<file path="src/rtl/maze_pkg.sv">
// Shared definitions for the maze loader and the maze controller.
//   MAZE_ROWS / MAZE_COLS : default maze geometry (rows = memory depth,
//                           cols = row word width, bit 1 = wall)
//   maze_state_e          : loader FSM state encoding
package maze_pkg;

    localparam int MAZE_ROWS = 16;
    localparam int MAZE_COLS = 16;

    typedef enum logic [2:0] {
        IDLE  = 3'd0,
        LOAD  = 3'd1,
        CHECK = 3'd2,
        DONE  = 3'd3,
        ERR   = 3'd4
    } maze_state_e;

endpackage

</file>
<file path="src/rtl/maze_loader_if.sv">
// Bus bundle between a row source (master) and the maze loader (slave).
//   load_start, din_valid, din [, din_par] : master -> loader
//   din_ready, mem_we, mem_addr, mem_wdata,
//   busy, load_done, load_err              : loader -> master / memory
// Optional macro MAZE_PARITY_EN adds din_par (even parity over din).
interface maze_loader_if #(
    parameter int ROWS = maze_pkg::MAZE_ROWS,
    parameter int COLS = maze_pkg::MAZE_COLS
) ();
    localparam int AW = $clog2(ROWS);

    logic            load_start;
    logic            din_valid;
    logic [COLS-1:0] din;
`ifdef MAZE_PARITY_EN
    logic            din_par;
`endif
    logic            din_ready;
    logic            mem_we;
    logic [AW-1:0]   mem_addr;
    logic [COLS-1:0] mem_wdata;
    logic            busy;
    logic            load_done;
    logic            load_err;

    modport slave (
        input  load_start, din_valid, din,
`ifdef MAZE_PARITY_EN
        input  din_par,
`endif
        output din_ready, mem_we, mem_addr, mem_wdata, busy, load_done, load_err
    );

    modport master (
        output load_start, din_valid, din,
`ifdef MAZE_PARITY_EN
        output din_par,
`endif
        input  din_ready, mem_we, mem_addr, mem_wdata, busy, load_done, load_err
    );
endinterface

</file>
<file path="src/rtl/row_parity.sv">
// Even-parity check of one maze row.
//   din     : row word
//   din_par : parity bit sent alongside the row
//   par_err : high when din and din_par together have odd parity
// Only instantiated when MAZE_PARITY_EN is defined.
module row_parity #(
    parameter int COLS = 16
) (
    input  logic [COLS-1:0] din,
    input  logic            din_par,
    output logic            par_err
);
    assign par_err = ^{din, din_par};
endmodule

</file>
<file path="src/rtl/maze_loader.sv">
// Streams ROWS row words into the maze memory and validates the maze.
//   clk      : single clock, rising edge
//   rst      : asynchronous, active-low reset
//   bus      : maze_loader_if.slave (handshake in, memory write port out,
//              busy / load_done / load_err status)
// Optional macro MAZE_PARITY_EN: per-row even parity; a bad row is still
// written but forces the load to end in ERR.
//
// state | meaning
// IDLE  | waiting for load_start after reset
// LOAD  | accepting rows, din_ready high
// CHECK | one cycle: evaluate start/exit cells (and parity flag)
// DONE  | maze valid, load_done held
// ERR   | load rejected, load_err held
module maze_loader
    import maze_pkg::*;
#(
    parameter int ROWS = MAZE_ROWS,
    parameter int COLS = MAZE_COLS
) (
    input  logic          clk,
    input  logic          rst,
    maze_loader_if.slave  bus
);
    localparam int            AW       = $clog2(ROWS);
    localparam logic [AW-1:0] LAST_ROW = AW'(ROWS - 1);

    maze_state_e     state_q, state_d;
    logic [AW-1:0]   row_q, row_d;
    logic            we_q, we_d;
    logic [AW-1:0]   addr_q, addr_d;
    logic [COLS-1:0] wdata_q, wdata_d;
    logic            start_wall_q, start_wall_d;
    logic            exit_wall_q, exit_wall_d;
    logic            xfer;
    logic            par_flag;

    // load_start wins over din_valid, so an abort cycle never writes.
    assign xfer = (state_q == LOAD) && bus.din_valid && !bus.load_start;

`ifdef MAZE_PARITY_EN
    logic par_err;
    logic par_flag_q, par_flag_d;

    row_parity #(.COLS(COLS)) u_row_parity (
        .din     (bus.din),
        .din_par (bus.din_par),
        .par_err (par_err)
    );

    always_comb begin
        par_flag_d = par_flag_q;
        if (bus.load_start) begin
            par_flag_d = 1'b0;
        end else if (xfer && par_err) begin
            par_flag_d = 1'b1;
        end
    end

    always_ff @(posedge clk or negedge rst) begin
        if (!rst) begin
            par_flag_q <= 1'b0;
        end else begin
            par_flag_q <= par_flag_d;
        end
    end

    assign par_flag = par_flag_q;
`else
    assign par_flag = 1'b0;
`endif

    always_comb begin
        state_d      = state_q;
        row_d        = row_q;
        we_d         = 1'b0;
        addr_d       = addr_q;
        wdata_d      = wdata_q;
        start_wall_d = start_wall_q;
        exit_wall_d  = exit_wall_q;

        if (bus.load_start) begin
            state_d = LOAD;
            row_d   = '0;
        end else begin
            case (state_q)
                LOAD: begin
                    if (xfer) begin
                        we_d    = 1'b1;
                        addr_d  = row_q;
                        wdata_d = bus.din;
                        if (row_q == '0) begin
                            start_wall_d = bus.din[0];
                        end
                        // Counter parks on the last row; no further transfer
                        // can happen because LOAD is left here.
                        if (row_q == LAST_ROW) begin
                            exit_wall_d = bus.din[COLS-1];
                            state_d     = CHECK;
                        end else begin
                            row_d = row_q + AW'(1);
                        end
                    end
                end
                CHECK: begin
                    if (start_wall_q || exit_wall_q || par_flag) begin
                        state_d = ERR;
                    end else begin
                        state_d = DONE;
                    end
                end
                default: ;
            endcase
        end
    end

    always_ff @(posedge clk or negedge rst) begin
        if (!rst) begin
            state_q      <= IDLE;
            row_q        <= '0;
            we_q         <= 1'b0;
            addr_q       <= '0;
            wdata_q      <= '0;
            start_wall_q <= 1'b0;
            exit_wall_q  <= 1'b0;
        end else begin
            state_q      <= state_d;
            row_q        <= row_d;
            we_q         <= we_d;
            addr_q       <= addr_d;
            wdata_q      <= wdata_d;
            start_wall_q <= start_wall_d;
            exit_wall_q  <= exit_wall_d;
        end
    end

    assign bus.din_ready = (state_q == LOAD);
    assign bus.busy      = (state_q == LOAD) || (state_q == CHECK);
    assign bus.load_done = (state_q == DONE);
    assign bus.load_err  = (state_q == ERR);
    assign bus.mem_we    = we_q;
    assign bus.mem_addr  = addr_q;
    assign bus.mem_wdata = wdata_q;

endmodule

</file>
<file path="src/flat_wrapper.sv">
// flat-port wrapper written by rule: the top's interface ports become plain ports
module maze_loader_flat import maze_pkg::*;
#(
    parameter int ROWS = MAZE_ROWS,
    parameter int COLS = MAZE_COLS
)
  (clk, rst, bus_load_start, bus_din_valid, bus_din, bus_din_ready, bus_mem_we, bus_mem_addr, bus_mem_wdata, bus_busy, bus_load_done, bus_load_err);
  maze_loader_if #(.ROWS(ROWS), .COLS(COLS)) bus_i ();
  input  logic clk;
  input  logic rst;
  input wire logic [$bits(bus_i.load_start)-1:0] bus_load_start;
  input wire logic [$bits(bus_i.din_valid)-1:0] bus_din_valid;
  input wire logic [$bits(bus_i.din)-1:0] bus_din;
  output wire logic [$bits(bus_i.din_ready)-1:0] bus_din_ready;
  output wire logic [$bits(bus_i.mem_we)-1:0] bus_mem_we;
  output wire logic [$bits(bus_i.mem_addr)-1:0] bus_mem_addr;
  output wire logic [$bits(bus_i.mem_wdata)-1:0] bus_mem_wdata;
  output wire logic [$bits(bus_i.busy)-1:0] bus_busy;
  output wire logic [$bits(bus_i.load_done)-1:0] bus_load_done;
  output wire logic [$bits(bus_i.load_err)-1:0] bus_load_err;
  assign bus_i.load_start = bus_load_start;
  assign bus_i.din_valid = bus_din_valid;
  assign bus_i.din = bus_din;
  assign bus_din_ready = bus_i.din_ready;
  assign bus_mem_we = bus_i.mem_we;
  assign bus_mem_addr = bus_i.mem_addr;
  assign bus_mem_wdata = bus_i.mem_wdata;
  assign bus_busy = bus_i.busy;
  assign bus_load_done = bus_i.load_done;
  assign bus_load_err = bus_i.load_err;
  maze_loader #(.ROWS(ROWS), .COLS(COLS)) u_core (.clk(clk), .rst(rst), .bus(bus_i));
endmodule
</file>
<file path="config.mk">
export PLATFORM = sky130hd
export DESIGN_NAME = maze_loader_flat
export DESIGN_NICKNAME = d
export VERILOG_FILES = /design/src/rtl/maze_pkg.sv /design/src/rtl/maze_loader_if.sv /design/src/rtl/row_parity.sv /design/src/rtl/maze_loader.sv /design/src/flat_wrapper.sv
export SDC_FILE = /design/constraint.sdc
export NUM_CORES = 1
export LEC_CHECK = 0
export BUFFER_PORTS_ARGS = -buffer_cell sky130_fd_sc_hd__buf_4
export CORE_MARGIN = 3
export CORE_UTILIZATION = 39
export CTS_CLUSTER_DIAMETER = 200
export DETAILED_ROUTE_END_ITERATION = 16
export PLACE_DENSITY = 0.64
export SYNTH_ARGS = -nofsm -noshare
export SYNTH_HDL_FRONTEND = slang
export SYNTH_SLANG_ARGS = --single-unit
</file>
<file path="constraint.sdc">
create_clock -name clk -period 5 [get_ports clk]
set_clock_uncertainty 0.15 [all_clocks]
set_input_delay 1 -clock clk [delete_from_list [all_inputs] [get_ports clk]]
set_output_delay 1 -clock clk [all_outputs]
set_load 0.1 [all_outputs]
</file>
# Word-level counts from Yosys, hierarchy flattened
# Cells that the tools add are included.
[classes] n_addsub=1 eq_ne=8 reduce_logical=14 muxes=12 bitwise=1
[op_table] cell="two-way mux 4 bit" n=4
[op_table] cell="two-way mux 3 bit" n=4
[op_table] cell="AND reduction 3 bit" n=3
[op_table] cell="AND reduction 4 bit" n=2
[op_table] cell="== test 3 x 2 -> 1 bit, second input constant" n=2
[op_table] cell="inequality test 3 x 2 -> 1 bit, second input constant" n=2
[op_table] cell="one-hot mux 3 bit (2 select lines)" n=1
[op_table] cell="adder 4 x 1 -> 4 bit, second input constant" n=1
[op_table] cell="== test 4 bit, second input constant" n=1
[op_table] cell="zero test 4 bit" n=1
[op_table] cell="nonzero test 2 bit" n=2
[op_table] cell="== test 3 x 1 -> 1 bit, second input constant" n=1
[op_table] cell="== test 3 bit, second input constant" n=1
[op_table] cell="two-way mux 1 bit" n=3
[op_table] cell="nonzero test 3 bit" n=1
[op_table] cell="logical AND 1 bit" n=2
[op_table] cell="logical OR 1 bit" n=2
[op_table] cell="inequality test 2 bit, second input constant" n=1
[op_table] cell="zero test 1 bit" n=1
[op_table] cell="NOT 1 bit" n=1
[totals] elab_cells=43 regBits=30 in_bits=20 out_inout_bits=25

# Depth between registers and ports, before layout
# Gate-level depths: netlist of run 1.
[depth] word_depth=6 ltp_mapped=5 ltp_nobuf=4

# Worst setup path before layout of run 1
# OpenSTA, ideal clock, no wires.
[synth_timing] path_kind="flip-flop to output port" from="register u_core.state_q[0]" to="output bus_din_ready" setup_slack_ns=1.142 stages_incl_launch_ff=3 n_path_buf=1 t_arrival_ns=2.708 path_cell_list="dfrtp_1 > buf_2 > nor3b_1"
[synth_between] elab_chain_cells=1
[synth_rtl] item="start: declaration" line_no="maze_loader.sv:28" rtl="maze_state_e state_q, state_d;"
[synth_rtl] item="start signal: assignment" line_no="maze_loader.sv:127" rtl="state_q <= state_d;"
[synth_rtl] item="== test 3 x 1 -> 1 bit" line_no="maze_loader.sv:137" rtl="assign bus.din_ready = (state_q == LOAD);"
[synth_rtl] item="end: declaration" line_no="flat_wrapper.sv:14" rtl="output wire logic [$bits(bus_i.din_ready)-1:0] bus_din_ready;"
# Every way passes these cells.

# Worst setup path in the final report of run 1
# Same ends and word-level chain as after synthesis.

==> results of run 1 <==
[synthesized netlist by cell type, types with 2 or more instances]
library cell / number
dfrtp_1: 30
mux2_4: 19
a21oi_1: 4
inv_1: 4
nand3_1: 4
nor2_1: 4
nor3_1: 4
mux2_2: 3
o21ai_0: 3
buf_12: 2
buf_2: 2
ha_1: 2
[worst max path at each step]
stage / start / end / slack [ns] / depth (start not counted)
detailed placement: bus_din_valid / u_core.bus.mem_wdata[11] / 2.59 / 4
floorplan: u_core.state_q[0] / bus_din_ready / 1.14 / 2
CTS: u_core.state_q[0] / bus_din_ready / 2.42 / 2
finish: u_core.state_q[0] / bus_din_ready / 2.47 / 2
global placement: bus_din_valid / u_core.bus.mem_wdata[11] / 2.62 / 4
global route: u_core.state_q[0] / bus_din_ready / 2.33 / 2
[final cells by class]
| type | instances | area, um2 | share of cell area |
|---|---|---|---|
| timing repair buffer | 44 | 330 | 0.184 |
| multi-input combinational | 57 | 581 | 0.324 |
| clock buffer | 7 | 55.1 | 0.0307 |
| clock inverter | 1 | 5.00 | 0.00279 |
| tap | 46 | 57.6 | 0.0321 |
| inverter | 4 | 15.0 | 0.00837 |
| sequential | 30 | 751 | 0.418 |
[worst max-delay path, cell delays in order (launching register included)]
cell and delay (ns):
dfrtp_1 0.51, nor3b_1 0.23, buf_4 0.32
[power by group through the flow]
stage / logic, uW / registers, uW / clock network [uW]
4_1_cts: 268 / 282 / 156
3_5_place_dp: 268 / 286 / 0
3_3_place_gp: 266 / 286 / 0
2_1_floorplan: 51.4 / 444 / 0
5_1_grt: 276 / 286 / 169
6_report: 266 / 282 / 149
[per-layer routing]
metal	GRT usage	routed length [um]	vias up
li1	-	-	437
met1	0.175	1180	451
met2	0.195	1190	23
met3	0.0391	129	4
met4	0.0609	26	0
met5	0	0	-
[through the flow]
stage / cell area, um2 / hold WS [ns] / worst slack [ns] / std cells / power, uW
detailed placement: 1730 / 0.345 / 2.59 / 181 / 554
finish: 1790 / 0.369 / 2.47 / 189 / 697
global route: 1790 / 0.391 / 2.33 / 189 / 731
global placement: 1730 / 0.343 / 2.62 / 181 / 552
floorplan: 1410 / 0.330 / 1.14 / 96 / 495
CTS: 1790 / 0.373 / 2.42 / 189 / 706
[cell families (layout without fill, tap and decap cells)]
kind of cell	after synthesis	in the layout	synth area share
adder cells (fa/ha/maj)	2	2	0.0178
multiplexers	22	22	0.227
flip-flops	30	30	0.533
AND/OR/NAND/NOR	21	21	0.115
AO/OA/AOI/OAI	11	11	0.0471
XOR/XNOR	1	1	0.00622
buffers and inverters	9	56	0.0542
[registers in the layout, summed over array words and instances, names as in the netlist]
signal / cells
u_core.bus.mem_we: 1
u_core.state_q: 3
u_core.bus.mem_addr: 4
u_core.row_q: 4
u_core.bus.mem_wdata: 16
u_core.exit_wall_q: 1
u_core.start_wall_q: 1
==> metrics.txt, run 1 <==
Slew @ Worst Pin=0.495 ns; fill cell count=325; DRT iter0 DRCs=17; Critical Path Sink Type=output port; first-pass GRT wire length=4310 um; Finished Core Util=0.525; antenna-violating nets left=0; synthesized instance count=96; clock share of power=0.214; RR Startpoint=u_core.state_q[1]; setup TNS=0 ns; drt drc=0; FF+latch count, synth=30; total core area=0.00342 mm2; later-pin clock latency in the skew report=0.32 ns; WL per Instance=13.4 um; crit-path max FO=8; area grow syn2layout=27.5%; post-synthesis sequential area ratio=0.533; Worst Setup Start Kind=register; die area=0.00437 mm2; Yosys warning total=0; Via Count=915; total gr overflow=0; CTS tree=done; Clock Sinks=30; initial antenna violation count=0; Die X=66.1 um; vias in the first global route=948; FMAX=395 MHz; top post-synthesis cells by area=dfrtp_1, mux2_4, buf_12; postcts setup bufs=0; critical path type=register to output port; most common cell after layout, fill and taps aside=buf_4; r2r worst-path depth=3; Initial Util=0.412; Port Buf Inserts=44; Die H=66.1 um; share of cells above drive strength 1=0.538; Hold Buf Count CTS=0; Num CTS Buffers=5; most frequent cells in the layout=buf_4, dfrtp_1, mux2_4, clkbuf_4; IO Pins=45; pwr dens=388 mW/mm2; clock-pin transition on the worst setup and hold timing paths=0.09 ns; largest net degree at the start of global routing=31; HP Class=register to register; Worst EP required=3.85 ns; Worst Hold Launch=u_core.bus.mem_wdata[7]; Min-Delay Endpoint=u_core.bus.mem_wdata[7]; Slew HR=0.670; Net Sw Frac=0.417; Final #Nets=164; Synth Cell Area=0.00141 mm2; CTS max path bufs=2; RSZ-0062 raised after global routing=no; number of max-cap violations=0; net count after synthesis=118; Post-synth top flop=dfrtp_1; crit share post-route=0.507; area share of the largest cell type after synthesis=0.533; Post-synth EDFFs=0; reg2reg end=u_core.bus.mem_wdata[11]; DP Wirelength=1780 um; Crit path arrival time=1.38 ns; ANT cells=0; final WL=2530 um; Max Slew Vio Count=0; Distinct cells, synth=27; status=complete, no violations; sequential power share=0.405; NetSw=290 uW; H-tree lvl count=2; All-Layer GR Usage=0.131; Final Hold Fails=0; P_int=406 uW; syn avg cell area=14.7 um2; post-synth top area cell=dfrtp_1; # setup viols final=0; Gate power share=0.381; Root Driver=clkbuf_4; worst reg-to-reg setup slack=3.09 ns; CTS resizes=0; Avg Vias per Cell=4.84; Worst IR Drop VDD=0.195 mV; Post-synth ARST share=1.00; row count=21; RePlAce Congestion=0.773; hold path depth=1; leak pwr=0.000874 uW; fin crit period=2.53 ns; DRT Pass-1 Iters=2
Power figures use the tool's default switching activity.
==> run 2, diff against run 1 <==
- PLACE_DENSITY: 0.64 -> 0.66
- clock period: 5 -> 2.2 ns (I/O delays scaled with it)
==> metrics.txt, run 2 (synthesized netlist as in run 1, its figures left out) <==
status=complete, no violations; Clock Sinks=30; RePlAce Congestion=0.815; Slew @ Worst Pin=0.360 ns; CTS max path bufs=2; max FFs per register=16; Hold Buf Count CTS=1; Worst IR Drop VDD=0.558 mV; Slowest-stage cell, CP=dfrtp_1; row count=21; initial antenna violation count=0; most frequent cells in the layout=buf_4, dfrtp_1, mux2_4, clkbuf_4; ANT cells=0; Worst Setup Start Kind=register; clock-pin transition on the worst setup and hold timing paths=0.10 ns; CTS tree=done; WL per Instance=14.3 um; HP Class=primary input to register; WL met2=1350 um; leak pwr=0.000893 uW; first-pass GRT wire length=4390 um; Avg Vias per Cell=4.84; Slew HR=0.757; H-tree lvl count=2; Port Buf Inserts=44; Die H=66.1 um; All-Layer GR Usage=0.136; post-route design area=0.00185 mm2; FMAX=495 MHz; Max Slew Vio Count=0; drt drc=0; Die X=66.1 um; area grow syn2layout=31.2%; clock share of power=0.215; most common cell after layout, fill and taps aside=buf_4; Initial Util=0.412; postcts setup bufs=0; Final #Nets=166; Num CTS Buffers=5; sequential power share=0.403; Crit path arrival time=1.43 ns; vias in the first global route=891; Met3 Wirelength=135 um; crit share post-route=0.918; slowest stage delay, CP=0.57 ns; Gate power share=0.382; worst reg-to-reg setup slack=0.35 ns; total core area=0.00342 mm2; crit-path max FO=8; DRT Pass-1 Iters=2; final WL=2720 um; critical path type=register to output port; RSZ-0062 raised after global routing=no; setup TNS=0 ns; highest routing layer actually used=met4; antenna-violating nets left=0; largest net degree at the start of global routing=31; pre-CTS setup slack=0.339 ns; P_int=926 uW; Root Driver=clkbuf_4; Worst Setup Slack, final=0.181 ns; CTS resizes=0; CP Buf/Inv Count=1; later-pin clock latency in the skew report=0.32 ns; Net Sw Frac=0.421; Placed Instance Area=0.00177 mm2; share of cells above drive strength 1=0.566; NetSw=674 uW; Worst EP required=1.61 ns; Met1 Wirelength=1200 um; IO Pins=45; worst-path cell chain=nor3b_2, buf_4; Via Count=925; DRT iter0 DRCs=42; Top Family by Delay on Critical Path=flip-flops; Finished Core Util=0.541; DP Wirelength=2000 um; Final Hold Fails=0; pwr dens=866 mW/mm2; fin crit period=2.02 ns; total gr overflow=0; number of max-cap violations=0; Critical Path Sink Type=output port; die area=0.00437 mm2; # setup viols final=0
run 2: cell count changes in the layout (fill, tap and decap cells not counted), sizes merged:
cell / before / now
buf: 44 / 45
clkbuf: 7 / 6
clkinvlp: 0 / 1
dlygate4sd3: 0 / 1
run 2: path summary, 6_finish.rpt:
path                                    start                  endpoint  depth (start not counted)
setup / recovery            u_core.state_q[0]             bus_din_ready                          2
hold / removal                     bus_din[1]   u_core.bus.mem_wdata[1]                          2
setup reg to reg            u_core.state_q[1]  u_core.bus.mem_wdata[12]                          4
hold reg to reg            u_core.exit_wall_q        u_core.exit_wall_q                          1
max in group asynchronous                 rst         u_core.state_q[2]                          2
min in group asynchronous                 rst  u_core.bus.mem_wdata[13]                          2
run 2: cell type report:
class                      count  area [um2]
fill                         296        1570
sequential                    30         751
multi-input combinational     57         599
timing repair buffer          46         360
tap                           46        57.6
clock buffer                   6        51.3
inverter                       4        15.0
clock inverter                 2        12.5
run 2: layer usage:
layer,up-vias,GRT usage
met1,454,0.178
met4,0,0.0431
met2,23,0.202
li1,441,-
met3,7,0.0612
met5,-,0
run 2: metrics by stage:
| step | power, uW | hold WS (ns) | instances |
|---|---|---|---|
| after floorplan | 1130 | -0.00559 | 96 |
| after global placement | 1260 | 0.234 | 182 |
| after detailed placement | 1270 | 0.240 | 182 |
| after CTS | 1620 | 0.180 | 191 |
| after global routing | 1670 | 0.166 | 191 |
| final | 1600 | 0.193 | 191 |
run 2: power by group through the flow:
| stage | clock (uW) | combinational, uW | sequential (uW) |
|---|---|---|---|
| floorplan | 0 | 117 | 1010 |
| global placement | 0 | 609 | 652 |
| detailed placement | 0 | 615 | 653 |
| CTS | 357 | 616 | 645 |
| global route | 388 | 631 | 651 |
| finish | 344 | 611 | 645 |
